`config.mk`:
```
export PLATFORM = sky130hd
export DESIGN_NAME = dummy_accelerator_issue_ctrl_flat
export DESIGN_NICKNAME = d
export VERILOG_FILES = /design/src/rtl/dummy_accelerator_issue_ctrl_pkg.sv /design/src/rtl/dummy_accelerator_issue_ctrl_if.sv /design/src/rtl/dummy_accelerator_issue_ctrl.sv /design/src/flat_wrapper.sv
export SDC_FILE = /design/constraint.sdc
export NUM_CORES = 1
export LEC_CHECK = 0
export CAP_MARGIN = 0
export CORE_AREA = 2 2 142 144
export CTS_CLUSTER_DIAMETER = 200
export CTS_CLUSTER_SIZE = 14
export DETAILED_ROUTE_END_ITERATION = 12
export DIE_AREA = 0 0 144 146
export PLACE_DENSITY = 0.8
export SYNTH_ARGS = -nofsm -noshare
export SYNTH_HDL_FRONTEND = slang
export SYNTH_SLANG_ARGS = --single-unit
```
`constraint.sdc`:
```
create_clock -name clk_i -period 2.55 [get_ports clk_i]
set_input_delay 0.255 -clock clk_i [delete_from_list [all_inputs] [get_ports clk_i]]
set_output_delay 0.255 -clock clk_i [all_outputs]
set_load 0.01 [all_outputs]
```
`src/rtl/dummy_accelerator_issue_ctrl_pkg.sv`:
```
// Shared types and constants for the dummy accelerator issue/commit front-end.
// Also provides the decode helper for the dummy instruction.
package dummy_accelerator_issue_ctrl_pkg;

   localparam int unsigned XLEN        = 32;
   localparam int unsigned X_ID_WIDTH  = 4;
   localparam int unsigned X_NUM_RS    = 2;
   localparam int unsigned IMM_WIDTH   = 12;
   localparam int unsigned ISSUE_DEPTH = 2;

   localparam logic [6:0] DUMMY_INSTR_OPCODE = 7'b1110111;
   localparam logic [2:0] DUMMY_INSTR_FUNC3  = 3'b000;

   typedef logic [IMM_WIDTH-1:0] CtlType;

   typedef struct packed {
      logic [X_ID_WIDTH-1:0] id;
      logic [4:0]            rd_idx;
   } TagType;

   typedef struct packed {
      CtlType            ctl;
      logic [XLEN-1:0]   rs1;
      logic [XLEN-1:0]   rs2;
      TagType            tag;
      logic              committed;
      logic              killed;
   } IssueEntryType;

   function automatic logic is_dummy_instr(input logic [31:0] instr);
      return (instr[6:0] == DUMMY_INSTR_OPCODE) && (instr[14:12] == DUMMY_INSTR_FUNC3);
   endfunction

endpackage

```
`src/rtl/dummy_accelerator_issue_ctrl_if.sv`:
```
// X-IF issue/commit channels plus the execution-stage handshake of the front-end.
// slave = the issue controller, master = the core / execution stage side.
interface dummy_accelerator_issue_ctrl_if;
   import dummy_accelerator_issue_ctrl_pkg::*;

   logic                               issue_valid_i;
   logic                               issue_ready_o;
   logic [31:0]                        issue_instr_i;
   logic [X_ID_WIDTH-1:0]              issue_id_i;
   logic [X_NUM_RS-1:0][XLEN-1:0]      issue_rs_i;
   logic [X_NUM_RS-1:0]                issue_rs_valid_i;
   logic                               issue_resp_accept_o;
   logic                               issue_resp_writeback_o;

   logic                               commit_valid_i;
   logic [X_ID_WIDTH-1:0]              commit_id_i;
   logic                               commit_kill_i;

   logic                               ex_valid_o;
   logic                               ex_ready_i;
   CtlType                             ex_ctl_o;
   logic [XLEN-1:0]                    ex_rs1_o;
   logic [XLEN-1:0]                    ex_rs2_o;
   TagType                             ex_tag_o;

   modport slave (
      input  issue_valid_i, issue_instr_i, issue_id_i, issue_rs_i, issue_rs_valid_i,
      output issue_ready_o, issue_resp_accept_o, issue_resp_writeback_o,
      input  commit_valid_i, commit_id_i, commit_kill_i,
      output ex_valid_o, ex_ctl_o, ex_rs1_o, ex_rs2_o, ex_tag_o,
      input  ex_ready_i
   );

   modport master (
      output issue_valid_i, issue_instr_i, issue_id_i, issue_rs_i, issue_rs_valid_i,
      input  issue_ready_o, issue_resp_accept_o, issue_resp_writeback_o,
      output commit_valid_i, commit_id_i, commit_kill_i,
      input  ex_valid_o, ex_ctl_o, ex_rs1_o, ex_rs2_o, ex_tag_o,
      output ex_ready_i
   );

endinterface

```
`src/rtl/dummy_accelerator_issue_ctrl.sv`:
```
// In-order issue buffer: accepts dummy instructions, tracks commit/kill per entry,
// and presents committed heads to the execution stage.
module dummy_accelerator_issue_ctrl
   import dummy_accelerator_issue_ctrl_pkg::*;
#(
   parameter int unsigned DEPTH = ISSUE_DEPTH
) (
   input  logic                               clk_i,
   input  logic                               rst_ni,
   dummy_accelerator_issue_ctrl_if.slave      xif
);

   localparam int unsigned PW = (DEPTH > 1) ? $clog2(DEPTH) : 1;
   localparam int unsigned CW = $clog2(DEPTH + 1);
   localparam logic [CW-1:0] FULL_CNT = CW'(DEPTH);

   IssueEntryType          entry_q [DEPTH];
   IssueEntryType          entry_d [DEPTH];
   logic [DEPTH-1:0]       vld_q, vld_d;
   logic [PW-1:0]          head_q, head_d;
   logic [PW-1:0]          tail_q, tail_d;
   logic [CW-1:0]          count_q, count_d;

   logic                   is_match;
   logic                   full;
   logic                   empty;
   logic                   rs_ok;
   logic                   push;
   logic                   pop;
   logic                   head_ok;
   IssueEntryType          head;
   IssueEntryType          new_entry;
   logic                   unused_instr_bits;

   assign unused_instr_bits = ^xif.issue_instr_i[19:15];

   assign is_match = is_dummy_instr(xif.issue_instr_i);
   assign full     = (count_q == FULL_CNT);
   assign empty    = (count_q == '0);
   assign rs_ok    = &xif.issue_rs_valid_i;

   // Ready depends only on the decoded instruction, operand flags and registered
   // occupancy, so a head pop in the same cycle cannot unblock a full buffer.
   assign xif.issue_ready_o          = is_match ? (!full && rs_ok) : 1'b1;
   assign xif.issue_resp_accept_o    = is_match;
   assign xif.issue_resp_writeback_o = is_match;

   assign push = xif.issue_valid_i && is_match && !full && rs_ok;

   assign head    = entry_q[head_q];
   assign head_ok = !empty && head.committed && !head.killed;
   assign pop     = !empty && (head.killed || (head.committed && xif.ex_ready_i));

   assign xif.ex_valid_o = head_ok;
   assign xif.ex_ctl_o   = head.ctl;
   assign xif.ex_rs1_o   = head.rs1;
   assign xif.ex_rs2_o   = head.rs2;
   assign xif.ex_tag_o   = head.tag;

   always_comb begin
      new_entry            = '0;
      new_entry.ctl        = xif.issue_instr_i[31:20];
      new_entry.rs1        = xif.issue_rs_i[0];
      new_entry.rs2        = xif.issue_rs_i[1];
      new_entry.tag.id     = xif.issue_id_i;
      new_entry.tag.rd_idx = xif.issue_instr_i[11:7];
      // A commit naming the instruction being issued right now lands on the new entry.
      if (xif.commit_valid_i && (xif.commit_id_i == xif.issue_id_i)) begin
         new_entry.committed = !xif.commit_kill_i;
         new_entry.killed    = xif.commit_kill_i;
      end
   end

   always_comb begin
      entry_d = entry_q;
      vld_d   = vld_q;
      head_d  = head_q;
      tail_d  = tail_q;
      count_d = count_q;

      if (xif.commit_valid_i) begin
         for (int i = 0; i < DEPTH; i++) begin
            if (vld_q[i] && (entry_q[i].tag.id == xif.commit_id_i)) begin
               if (xif.commit_kill_i) entry_d[i].killed    = 1'b1;
               else                   entry_d[i].committed = 1'b1;
            end
         end
      end

      if (pop) begin
         vld_d[head_q] = 1'b0;
         head_d        = head_q + PW'(1);
      end

      if (push) begin
         entry_d[tail_q] = new_entry;
         vld_d[tail_q]   = 1'b1;
         tail_d          = tail_q + PW'(1);
      end

      case ({push, pop})
         2'b10:   count_d = count_q + CW'(1);
         2'b01:   count_d = count_q - CW'(1);
         default: count_d = count_q;
      endcase
   end

   always_ff @(posedge clk_i or negedge rst_ni) begin
      if (!rst_ni) begin
         for (int i = 0; i < DEPTH; i++) entry_q[i] <= '0;
         vld_q   <= '0;
         head_q  <= '0;
         tail_q  <= '0;
         count_q <= '0;
      end else begin
         entry_q <= entry_d;
         vld_q   <= vld_d;
         head_q  <= head_d;
         tail_q  <= tail_d;
         count_q <= count_d;
      end
   end

endmodule
```
`src/flat_wrapper.sv`:
```
// flat-port wrapper written by rule: the top's interface ports become plain ports
module dummy_accelerator_issue_ctrl_flat import dummy_accelerator_issue_ctrl_pkg::*;
#(
   parameter int unsigned DEPTH = ISSUE_DEPTH
)
  (clk_i, rst_ni, xif_issue_valid_i, xif_issue_instr_i, xif_issue_id_i, xif_issue_rs_i, xif_issue_rs_valid_i, xif_issue_ready_o, xif_issue_resp_accept_o, xif_issue_resp_writeback_o, xif_commit_valid_i, xif_commit_id_i, xif_commit_kill_i, xif_ex_valid_o, xif_ex_ctl_o, xif_ex_rs1_o, xif_ex_rs2_o, xif_ex_tag_o, xif_ex_ready_i);
  dummy_accelerator_issue_ctrl_if xif_i ();
  input  logic clk_i;
  input  logic rst_ni;
  input wire logic [$bits(xif_i.issue_valid_i)-1:0] xif_issue_valid_i;
  input wire logic [$bits(xif_i.issue_instr_i)-1:0] xif_issue_instr_i;
  input wire logic [$bits(xif_i.issue_id_i)-1:0] xif_issue_id_i;
  input wire logic [$bits(xif_i.issue_rs_i)-1:0] xif_issue_rs_i;
  input wire logic [$bits(xif_i.issue_rs_valid_i)-1:0] xif_issue_rs_valid_i;
  output wire logic [$bits(xif_i.issue_ready_o)-1:0] xif_issue_ready_o;
  output wire logic [$bits(xif_i.issue_resp_accept_o)-1:0] xif_issue_resp_accept_o;
  output wire logic [$bits(xif_i.issue_resp_writeback_o)-1:0] xif_issue_resp_writeback_o;
  input wire logic [$bits(xif_i.commit_valid_i)-1:0] xif_commit_valid_i;
  input wire logic [$bits(xif_i.commit_id_i)-1:0] xif_commit_id_i;
  input wire logic [$bits(xif_i.commit_kill_i)-1:0] xif_commit_kill_i;
  output wire logic [$bits(xif_i.ex_valid_o)-1:0] xif_ex_valid_o;
  output wire logic [$bits(xif_i.ex_ctl_o)-1:0] xif_ex_ctl_o;
  output wire logic [$bits(xif_i.ex_rs1_o)-1:0] xif_ex_rs1_o;
  output wire logic [$bits(xif_i.ex_rs2_o)-1:0] xif_ex_rs2_o;
  output wire logic [$bits(xif_i.ex_tag_o)-1:0] xif_ex_tag_o;
  input wire logic [$bits(xif_i.ex_ready_i)-1:0] xif_ex_ready_i;
  assign xif_i.issue_valid_i = xif_issue_valid_i;
  assign xif_i.issue_instr_i = xif_issue_instr_i;
  assign xif_i.issue_id_i = xif_issue_id_i;
  assign xif_i.issue_rs_i = xif_issue_rs_i;
  assign xif_i.issue_rs_valid_i = xif_issue_rs_valid_i;
  assign xif_issue_ready_o = xif_i.issue_ready_o;
  assign xif_issue_resp_accept_o = xif_i.issue_resp_accept_o;
  assign xif_issue_resp_writeback_o = xif_i.issue_resp_writeback_o;
  assign xif_i.commit_valid_i = xif_commit_valid_i;
  assign xif_i.commit_id_i = xif_commit_id_i;
  assign xif_i.commit_kill_i = xif_commit_kill_i;
  assign xif_ex_valid_o = xif_i.ex_valid_o;
  assign xif_ex_ctl_o = xif_i.ex_ctl_o;
  assign xif_ex_rs1_o = xif_i.ex_rs1_o;
  assign xif_ex_rs2_o = xif_i.ex_rs2_o;
  assign xif_ex_tag_o = xif_i.ex_tag_o;
  assign xif_i.ex_ready_i = xif_ex_ready_i;
  dummy_accelerator_issue_ctrl #(.DEPTH(DEPTH)) u_core (.clk_i(clk_i), .rst_ni(rst_ni), .xif(xif_i));
endmodule
```
==> impl_metrics.json <==
{
  "area_growth_pct": 38.1,
  "drt_pass1_iterations": 4,
  "drt_iter0_markers": 181,
  "post-route-util": 0.574,
  "via_count": 5061,
  "syn_area_per_cell_um2": 15.2,
  "regToRegSetupSlack_ns": 0.37,
  "synth_flop_cell": "dfrtp_1",
  "top_layer_used": "met4",
  "pwr-share-seq": 0.488,
  "drc": 0,
  "crit_buf_inv": 2,
  "max_cap_violations": 0,
  "grt_pass1_wl_um": 29200,
  "rows": 51,
  "mostFrequentLayoutCells": "mux2_2 (214), clkdlybuf4s50_1 (193), dfrtp_1 (179)",
  "cp_top_family": "buffers and inverters",
  "dpl.hpwl_um": 12900,
  "dieArea_um2": 21000,
  "place_congestion": 0.818,
  "grt_pass1_vias": 5685,
  "netlist_instances": 530,
  "dp_slack_ns": -0.180,
  "max-clock-path-buffers": 2,
  "antenna_found_initial": 0,
  "synth_nets": 643,
  "p_sw_frac": 0.207,
  "hold_viol": 0,
  "hold_slack_ns": 0.348,
  "outcome": "finished clean",
  "layout_setup_ws_ns": 0.0751,
  "critPathSlowestCell": "dfrtp_4",
  "p_int_uw": 4640,
  "p_comb_frac": 0.046,
  "met2_length_um": 9180,
  "worstPathMaxFanout": 26,
  "root_buffer": "clkbuf_16",
  "wirelength_um": 18100,
  "r2r_cells": 6,
  "ys_warn_count": 0,
  "final_common_cell": "mux2_2",
  "ys_seq_area_frac": 0.561,
  "antenna_left": 0,
  "cts_tree": "yes",
  "r2r_end": "u_core.count_q[1]",
  "synth_cell_type_count": 35,
  "timing.rr.start": "u_core.head_q",
  "initial_core_util": 0.416,
  "worstPathRequired_ns": 2.30,
  "cpPeakStageDelay_ns": 0.67,
  "timing.setup.tns_ns": 0,
  "fmax_mhz": 404,
  "power_switching_uw": 1210,
  "path_class": "reg -> out",
  "io-pin-count": 201,
  "crit_path_start_kind": "register",
  "finalCritPeriodShare": 0.971,
  "wl_met3_um": 1070,
  "layout_min_cycle_time_ns": 2.47,
  "pwr_density_cell_nw_per_um2": 527,
  "core_region_area_um2": 19300,
  "cts_made_buffers": 17,
  "path_cells": "buf_12 -> mux2_2 -> clkdlybuf4s50_1",
  "skew_ns": 0.00661,
  "gr-total-overflow": 0,
  "met1_length_um": 7610,
  "nNetsFinal": 853,
  "grt_max_degree": 55,
  "finalMaxSlewViolations": 0,
  "setup_violations": 0,
  "ys_ff_latch": 180,
  "drt-vias-per-instance": 4.98,
  "ir_drop_uv": 440,
  "slew_headroom": 0.519,
  "synth_edf_count": 0,
  "cts_htree_levels": 4,
  "post_drt_wl_per_cell_um": 17.8,
  "die_h_um": 146,
  "async_flop_share": 1.00,
  "final.fill_count": 1517,
  "drive_above_1_share": 0.366,
  "clkPwrFrac": 0.466,
  "clock_latency_ns": 0.42,
  "hp-class": "in -> async",
  "mappedNetlistArea_um2": 8030,
  "worstMarginPinSlew_ns": 0.719,
  "power_leakage_uw": 0.00529,
  "grt_setup_unrepaired": "no",
  "critical_path.endpoint_type": "output port",
  "clock-sinks": 180,
  "crit_arrival_ns": 2.22,
  "port_buffers": 195,
  "antenna_cells": 0,
  "die_x_um": 144,
  "path_clk_slew_ns": 0.07,
  "globalRouteTotalUtil": 0.178
}
==> worst max path at each step <==
stage	cells past startpoint	start	slack [ns]	end
2_1_floorplan	6	xif_issue_instr_i[12]	0.27	u_core.entry_q[43]
3_3_place_gp	9	xif_issue_instr_i[12]	-0.23	u_core.entry_q[88]
6_report	3	u_core.head_q	0.08	xif_ex_tag_o[5]
3_5_place_dp	9	xif_issue_instr_i[12]	-0.18	u_core.entry_q[88]
5_1_grt	3	u_core.head_q	0.002	xif_ex_tag_o[5]
4_1_cts	3	u_core.head_q	0.04	xif_ex_rs2_o[19]
==> logic make-up (layout without fill, tap and decap cells) <==
kind of cell / after synthesis / count (layout) / share of synthesized area
xor gates and xnor gates: 14 / 14 / 0.0153
AOI/OAI and AO/OA: 15 / 15 / 0.0135
DFF: 180 / 180 / 0.561
buffers and inverters: 40 / 262 / 0.0324
and+or+nand+nor: 25 / 25 / 0.0193
muxes: 255 / 255 / 0.357
adders and majority gates: 1 / 1 / 0.00156
==> final cells by class <==
| type | count | area [um2] | share of cell area |
|---|---|---|---|
| timing repair buffer | 221 | 2320 | 0.209 |
| clock buffer | 20 | 467 | 0.0421 |
| tap | 265 | 332 | 0.0299 |
| multi-input combinational | 310 | 3280 | 0.295 |
| sequential | 180 | 4510 | 0.406 |
| clock inverter | 11 | 149 | 0.0134 |
| inverter | 10 | 37.5 | 0.00338 |
==> power groups by stage <==
| stage | Clock (uW) | Combinational (uW) | Sequential, uW |
|---|---|---|---|
| after floorplan | 0 | 15.4 | 2910 |
| after global placement | 0 | 258 | 2910 |
| after detailed placement | 0 | 271 | 2910 |
| after CTS | 2790 | 274 | 2850 |
| after global routing | 2920 | 296 | 2850 |
| final | 2720 | 268 | 2850 |
==> worst reg2reg max path: cells and delay by family (launching register included) <==
kind	cells	cell delay, ns
flip-flops	1	0.67
AO/OA/AOI/OAI	2	0.56
adder cells (fa/ha/maj)	1	0.37
buffers and inverters	1	0.25
AND/OR/NAND/NOR	1	0.14
XOR/XNOR	1	0.13
==> cells in the mapped netlist, types with 2 or more instances <==
master    instances  area (um2)
inv_1            10        37.5
nor2b_1           2        12.5
o22ai_1           3        18.8
nor3_1            2        10.0
buf_6            12         135
xor2_1            8        70.1
nand2_1           8        30.0
mux2_2          214        2410
a211oi_1          2        15.0
clkbuf_1          9        33.8
buf_4             4        30.0
o21ai_0           2        10.0
xnor2_1           6        52.6
o211ai_1          2        15.0
nor2_1            4        15.0
mux2_1           40         450
dfrtp_1         180        4500
a22o_1            2        17.5
buf_2             4        20.0
==> layer usage <==
| layer | GRT usage | vias up |
|---|---|---|
| li1 | - | 2313 |
| met1 | 0.216 | 2586 |
| met2 | 0.306 | 141 |
| met3 | 0.0530 | 21 |
| met4 | 0.0510 | 0 |
| met5 | 0 | - |
==> timing repair <==
action | 4_1_cts | 5_1_grt
buffers inserted | 1 | 0
endpoints found under the setup margin | 59 | 1
gates resized for setup | 0 | 1
hold buffers | 1 | 0
endpoints found under the hold margin | 47 | 0
==> registers in the layout, summed over array words and instances, names as in the netlist <==
signal          cells
u_core.head_q       1
u_core.count_q      2
u_core.vld_q        2
u_core.tail_q       1
u_core.entry_q    174
==> per-stage QoR <==
step	instances	power [uW]	area, um2
final	1017	5840	11100
after global routing	1017	6070	11100
after CTS	1017	5920	11100
after detailed placement	984	3180	10400
after global placement	984	3170	10400
after floorplan	530	2920	8030
Note: power is estimated with default switching activity, not from simulation.
